## config.mk

```make
export PLATFORM = sky130hd
export DESIGN_NAME = mem_stage
export DESIGN_NICKNAME = d
export VERILOG_FILES = /design/src/rtl/mem_stage_pkg.sv /design/src/rtl/mem_lane_align.sv /design/src/rtl/mem_stage.sv
export SDC_FILE = /design/constraint.sdc
export NUM_CORES = 1
export LEC_CHECK = 0
export CORE_MARGIN = 4
export CORE_UTILIZATION = 47
export CTS_CLUSTER_DIAMETER = 200
export DETAILED_ROUTE_END_ITERATION = 6
export GPL_ROUTABILITY_DRIVEN = 0
export PLACE_DENSITY_LB_ADDON = 0.1
export SLEW_MARGIN = 20
export SYNTH_ARGS = -nofsm -noshare
export SYNTH_HDL_FRONTEND = slang
export SYNTH_SLANG_ARGS = --single-unit
```

## constraint.sdc

```tcl
create_clock -name clk -period 3.02 [get_ports clk]
set_input_delay 0.604 -clock clk [delete_from_list [all_inputs] [get_ports clk]]
set_output_delay 0.604 -clock clk [all_outputs]
set_load 0.05 [all_outputs]
```

## src/rtl/mem_stage_pkg.sv

```systemverilog
// Shared definitions for the MEM stage: access-size and FSM state encodings,
// the default bus wait limit and the alignment rule used by the stage.
package mem_stage_pkg;

  localparam int WAIT_MAX_DEFAULT = 255;

  typedef enum logic [1:0] {
    SIZE_BYTE     = 2'b00,
    SIZE_HALF     = 2'b01,
    SIZE_WORD     = 2'b10,
    SIZE_WORD_ALT = 2'b11   // decoded exactly like SIZE_WORD
  } mem_size_e;

  typedef enum logic [1:0] {
    ST_IDLE   = 2'b00,
    ST_ACCESS = 2'b01,
    ST_DONE   = 2'b10
  } mem_state_e;

  // An access is misaligned when its address is not a multiple of its size.
  function automatic logic is_misaligned(input mem_size_e size, input logic [1:0] addr_lo);
    case (size)
      SIZE_BYTE: return 1'b0;
      SIZE_HALF: return addr_lo[0];
      default:   return addr_lo != 2'b00;
    endcase
  endfunction

endpackage

```

## src/rtl/mem_lane_align.sv

```systemverilog
// Byte-lane steering between the pipeline and the little-endian data bus:
// byte enables and replicated write data for stores, lane extraction and
// sign/zero extension for loads. Purely combinational.
module mem_lane_align
  import mem_stage_pkg::*;
(
  input  logic [1:0]  size,
  input  logic        sext,
  input  logic [1:0]  addr_lo,
  input  logic [31:0] store_data,
  input  logic [31:0] rdata,
  output logic [3:0]  be,
  output logic [31:0] wdata,
  output logic [31:0] load_data
);

  logic [31:0] shifted;

  // Lane selection for both directions, decoded from the access size.
  always_comb begin
    // NOTE: every output gets a default first so no path through the case can infer a latch.
    be        = 4'h0;
    wdata     = store_data;
    load_data = 32'h0;
    shifted   = rdata >> {addr_lo, 3'b000};
    case (mem_size_e'(size))
      SIZE_BYTE: begin
        be        = 4'b0001 << addr_lo;
        wdata     = {4{store_data[7:0]}};
        load_data = {{24{sext & shifted[7]}}, shifted[7:0]};
      end
      SIZE_HALF: begin
        be        = 4'b0011 << addr_lo;
        wdata     = {2{store_data[15:0]}};
        load_data = {{16{sext & shifted[15]}}, shifted[15:0]};
      end
      default: begin
        be        = 4'hF;
        wdata     = store_data;
        load_data = shifted;
      end
    endcase
  end

endmodule

```

## src/rtl/mem_stage.sv

```systemverilog
// MEM stage of the pipelined MIPS CPU: EX/MEM pipeline register plus a
// req/ack data-memory master. Stalls the upstream pipeline while a load or
// store is outstanding and gives up with a sticky bus error after WAIT_MAX
// unanswered request cycles.
module mem_stage
  import mem_stage_pkg::*;
#(
  parameter int WAIT_MAX = WAIT_MAX_DEFAULT
) (
  input  logic        clk,
  input  logic        rst,
  input  logic        en,
  input  logic        flush,
  input  logic        valid_in,
  input  logic [2:0]  ctrl_in,
  input  logic        mem_rd,
  input  logic        mem_wr,
  input  logic [1:0]  mem_size,
  input  logic        mem_sext,
  input  logic [31:0] alu_res_in,
  input  logic [31:0] store_data_in,
  input  logic [4:0]  rt_in,
  input  logic [4:0]  rd_in,
  input  logic [4:0]  regw_addr_in,
  input  logic        wb_wen_in,
  output logic        dm_req,
  output logic        dm_we,
  output logic [31:0] dm_addr,
  output logic [3:0]  dm_be,
  output logic [31:0] dm_wdata,
  input  logic        dm_ack,
  input  logic [31:0] dm_rdata,
  output logic        valid,
  output logic [2:0]  ctrl_out,
  output logic [31:0] alu_res_out,
  output logic [31:0] memdata_out,
  output logic [4:0]  rt_out,
  output logic [4:0]  rd_out,
  output logic [4:0]  regw_addr_out,
  output logic        wb_wen_out,
  output logic        mem_stall,
  output logic        misalign,
  output logic        bus_err
);

  localparam int CNT_W = $clog2(WAIT_MAX + 1);

  mem_state_e         state;
  logic [CNT_W-1:0]   wait_cnt;
  logic               timed_out;
  logic               mem_rd_q;
  logic               mem_wr_q;
  logic [1:0]         size_q;
  logic               sext_q;
  logic [31:0]        store_data_q;
  logic               wb_wen_q;

  logic               access_q;
  logic               memop;
  logic               load;
  logic               next_memop;
  logic [3:0]         lane_be;
  logic [31:0]        load_data;

  // Status of the instruction held in the stage register.
  assign access_q  = valid & (mem_rd_q | mem_wr_q);
  assign misalign  = access_q & is_misaligned(mem_size_e'(size_q), alu_res_out[1:0]);
  assign memop     = access_q & ~misalign;
  assign mem_stall = memop & (state != ST_DONE);
  assign load      = en & ~mem_stall;

  // Whether the instruction about to be captured will need the bus.
  assign next_memop = valid_in & ~flush & (mem_rd | mem_wr)
                    & ~is_misaligned(mem_size_e'(mem_size), alu_res_in[1:0]);

  // Bus outputs come straight from held state so they stay stable until dm_ack.
  assign dm_req   = (state == ST_ACCESS);
  assign dm_we    = dm_req & mem_wr_q;
  assign dm_addr  = {alu_res_out[31:2], 2'b00};
  assign dm_be    = dm_req ? lane_be : 4'h0;

  // A store, a misaligned access or a timed-out load must not reach the register file.
  assign wb_wen_out = wb_wen_q & valid & ~misalign & ~timed_out & ~mem_wr_q;

  mem_lane_align u_lane_align (
    .size       (size_q),
    .sext       (sext_q),
    .addr_lo    (alu_res_out[1:0]),
    .store_data (store_data_q),
    .rdata      (dm_rdata),
    .be         (lane_be),
    .wdata      (dm_wdata),
    .load_data  (load_data)
  );

  // EX/MEM pipeline register: captures on advance, otherwise holds (flush included).
  always_ff @(posedge clk or negedge rst) begin
    if (!rst) begin
      // NOTE: state registers use non-blocking assignments so every flop samples pre-edge values.
      valid         <= 1'b0;
      ctrl_out      <= '0;
      alu_res_out   <= '0;
      rt_out        <= '0;
      rd_out        <= '0;
      regw_addr_out <= '0;
      mem_rd_q      <= 1'b0;
      mem_wr_q      <= 1'b0;
      size_q        <= '0;
      sext_q        <= 1'b0;
      store_data_q  <= '0;
      wb_wen_q      <= 1'b0;
    end else if (load) begin
      valid         <= valid_in & ~flush;
      ctrl_out      <= ctrl_in;
      alu_res_out   <= alu_res_in;
      rt_out        <= rt_in;
      rd_out        <= rd_in;
      regw_addr_out <= regw_addr_in;
      mem_rd_q      <= mem_rd;
      mem_wr_q      <= mem_wr;
      size_q        <= mem_size;
      sext_q        <= mem_sext;
      store_data_q  <= store_data_in;
      wb_wen_q      <= wb_wen_in;
    end
  end

  // Access FSM: launch on capture, finish on dm_ack or after WAIT_MAX unanswered cycles.
  always_ff @(posedge clk or negedge rst) begin
    if (!rst) begin
      state       <= ST_IDLE;
      wait_cnt    <= '0;
      timed_out   <= 1'b0;
      memdata_out <= '0;
      bus_err     <= 1'b0;
    end else if (load) begin
      state     <= next_memop ? ST_ACCESS : ST_IDLE;
      wait_cnt  <= '0;
      timed_out <= 1'b0;
    end else if (state == ST_ACCESS) begin
      if (dm_ack) begin
        state <= ST_DONE;
        if (mem_rd_q) memdata_out <= load_data;
      end else if (wait_cnt == CNT_W'(WAIT_MAX - 1)) begin
        state       <= ST_DONE;
        timed_out   <= 1'b1;
        bus_err     <= 1'b1;
        memdata_out <= '0;
      end else begin
        wait_cnt <= wait_cnt + CNT_W'(1);
      end
    end
  end

endmodule

```

==> summary.md <==
| Metric | Value |
|---|---|
| Status | finished clean |
| Core Area | 13930 µm² |
| Crit path max fanout | 6 |
| Vias/cell | 5.253 |
| Pwr Density | 707.0 nW/µm² |
| Final Skew | 0.008442 ns |
| Max-Cap Viols | 0 |
| Initial antenna violation count | 0 |
| Number of synthesized register bits | 133 |
| Final hold violations | 0 |
| Cell Area, Synth | 6726 µm² |
| Diode count | 0 |
| Final instance area | 10090 µm² |
| Post-synth EDFFs | 0 |
| RSZ-0062 raised after global routing | no |
| Vias in the first global route | 6364 |
| Most frequent cells in the layout | nand2_1, clkdlybuf4s50_1, dfrtp_1 |
| Setup ws final | around 0.19 ns |
| Layout Cells excl Fill | 1157 |
| Leak pwr | 4.701 nW |
| Slew Limit Fails | 0 |
| Main synth FF type | dfrtp_1 |
| Via count | 6078 |
| Later-pin clock latency in the skew report | roughly 0.41 ns |
| Drt pass-1 iters | 5 |
| WS Path Type | reg2out |
| Drt drc | 0 |
| Commonest non-fill, non-tap cell in the layout | nand2_1 |
| DIE WIDTH | around 130 µm |
| Final critical-path required period | 2.833 ns |
| Initial Util | 0.4827 |
| Die H | 127.6 µm |
| Synth area leaders | dfrtp_1, nand2_1, buf_4 |
| Largest net degree at the start of global routing | 110 |
| R2R Path Start | size_q[1] |
| Placed insts | 1125 |
| Synth Area in Compound Gates | 0.1129 |
| Worst slew pin tran | 0.8437 ns |
| Global-route total usage across every layer | 0.2504 |
| CTS buffer count | 17 |
| Synth top area share | 0.4948 |
| PortBufs | 280 |
| CP Launch Type | flop |
| CTS tree | built |
| Ys Warns | 0 |
| Placement row count | 43 |
| Largest family of logic cells by synthesized area | simple AND/OR/NAND/NOR gates |
| Slew Limit Headroom | 0.4349 |
| Post-CTS Setup Bufs | 0 |
| Clock Pin Slew Worst Setup and Hold Paths | 0.05 ns |
| Cts repair resizes | 0 |
| Gr ovfl total | 0 |
| CTS max path bufs | 2 |
| FMAX | 353.0 MHz |
| Synth unique cells | 55 |
| Initial DRC count | 337 |
| CP cell instances | or2b_1 > inv_1 > and2_1 > clkdlybuf4s50_1 |
| Fraction of synthesis flops using an asynchronous set or reset pin | 1.000 |
| Clock Tree Root | clkbuf_16 |
| Nets@finish | around 1100 |
| Antenna-violating nets left | 0 |
| Share of layout cells above drive strength 1 | 0.1136 |
| Die footprint | between 15000 and 20000 µm² |
| Avg WL per Cell | 17.72 µm |
| CP max stage cell | clkdlybuf4s50_1 |
| CP Buf/Inv Count | 2 |
| First-pass GRT wire length | 32420 µm |
| Critical Path Sink Type | output pin |
| Worst hold path type | in2async |
| Post-synthesis mux area share | 0.09115 |
| Reg power frac | 0.310 |
| IO Count | approximately 280 |
| Switching part of the total | 0.3798 |
| Routed WL | around 20000 µm |
| R2R Path End | memdata_out[26] |
| XOR/XNOR Fraction of Synth Area | 0.006510 |
| Post-route clock period utilization | 0.9381 |
| Synth area leader | dfrtp_1 |
| Crit-path max cell delay | 0.79 ns |
| Syn Inst Count | 736 |
| Worst EP required | 2.42 ns |
| Flop-to-flop setup slack | 0.67 ns |
| Synthesized area per cell | 9.139 µm² |
| Area Growth Syn to Fin | 50.04% |
| H-tree levels | 4 |
| Clock Power Share | 0.302 |
| Dpl hpwl | 15000 µm |
| Adder-cell share of the synthesized area | 0.003720 |
| Internal Power | 0.004425 W |
| Pre-CTS setup slack | 0.4458 ns |
| Combinational power share | 0.389 |
| CTS Hold Bufs | 0 |
| Crit-path leading delay family | buffers and inverters |
| Reg2Reg Depth | 5 |
| Worst hold margin | 0.1703 ns |
| Clock Sinks | approximately 130 |
| CP arrival | 2.23 ns |
| Post-synthesis simple-gate area fraction | 0.2048 |
| Sw power | 0.002710 W |
| DP Area | 9475 µm² |
| Setup violators final | 0 |
| Sequential fraction of the synthesis area | 0.4948 |
| VDD IR-drop max | 0.4114 mV |
power groups by stage:
stage          registers, W  clock network, W  logic [W]
2_1_floorplan       0.00273                 0    0.00129
3_3_place_gp        0.00222                 0    0.00275
3_5_place_dp        0.00224                 0    0.00278
4_1_cts             0.00221           0.00219    0.00279
5_1_grt             0.00224           0.00227    0.00291
6_report            0.00221           0.00215    0.00277
metrics by stage:
stage / TNS (ns) / util / total power (W)
after floorplan: -0.01036 / - / 0.004020
after global placement: 0 / 0.6800 / 0.004975
after detailed placement: 0 / 0.6800 / 0.005019
after CTS: 0 / 0.7243 / 0.007187
after global routing: 0 / 0.7243 / 0.007426
final: 0 / 0.7243 / 0.007135
flip-flops by register name (all words and copies together) (netlist names):
name and flops:
alu_res_out 32, valid 1, mem_wr_q 1, sext_q 1, timed_out 1, rt_out 5
ctrl_out 3, regw_addr_out 5, rd_out 5, wait_cnt 8, store_data_q 32, bus_err 1
wb_wen_q 1, state 2, memdata_out 32, mem_rd_q 1, size_q 2
worst reg2reg max path, cell delays in order (launching register included):
cell and delay, ns:
dfrtp_1 0.55, and2_1 0.33, o41ai_4 0.51, buf_12 0.45, o211ai_1 0.20, o2bb2ai_1 0.21
final cells by class:
type                    instances  area (µm²)
clock buffers                  22       464.2
clock inverters                10       152.6
repair buffers                294        3039
well taps                     180       225.2
flip-flops and latches        133        3328
fillers                      1025        3842
multi-input cells             508        2845
inverters                      10       37.54
kinds of logic (layout without fill, tap and decap cells):
logic type      after synthesis  after routing
mux                          57             57
buf+inv                      96            336
simple gates                337            337
xor+xnor                      5              5
compound gates              105            105
flops                       133            133
fa+ha+maj                     2              2
other cells                   1              2
routing by layer:
metal,global-route usage,up-vias,share of wire
met3,0.1045,28,0.11
met1,0.2989,2918,0.39
li1,-,2864,-
met2,0.4156,268,0.49
met5,0,-,0
met4,0.07428,0,0.017
Yosys cell counts, types with 2 or more instances:
library cell / number
nand2_1: 282
dfrtp_1: 133
buf_4: 46
mux2i_1: 32
o21ai_0: 29
mux2_2: 23
o211ai_1: 18
clkbuf_1: 17
a21oi_1: 16
buf_2: 16
o2bb2ai_1: 16
nor2_1: 14
inv_1: 10
nand3_1: 9
a22o_1: 7
and2_1: 6
nor2b_1: 5
buf_1: 4
buf_6: 3
nand4_1: 3
nor3_1: 3
o21a_1: 3
xor2_1: 3
and3_1: 2
ha_1: 2
nor4_1: 2
o2111ai_1: 2
o21ai_1: 2
xnor2_1: 2
worst max path at each step:
stage                        start         endpoint  slack, ns  cells after the start
CTS                       state[1]            dm_we       0.16                      4
finish                    state[1]            dm_we       0.19                      4
floorplan           alu_res_out[0]       wb_wen_out      -0.01                      6
global route              state[1]            dm_we       0.11                      4
detailed placement          dm_ack  memdata_out[15]       0.45                      5
global placement            dm_ack  memdata_out[15]       0.49                      5
Power figures use the tool's default switching activity.
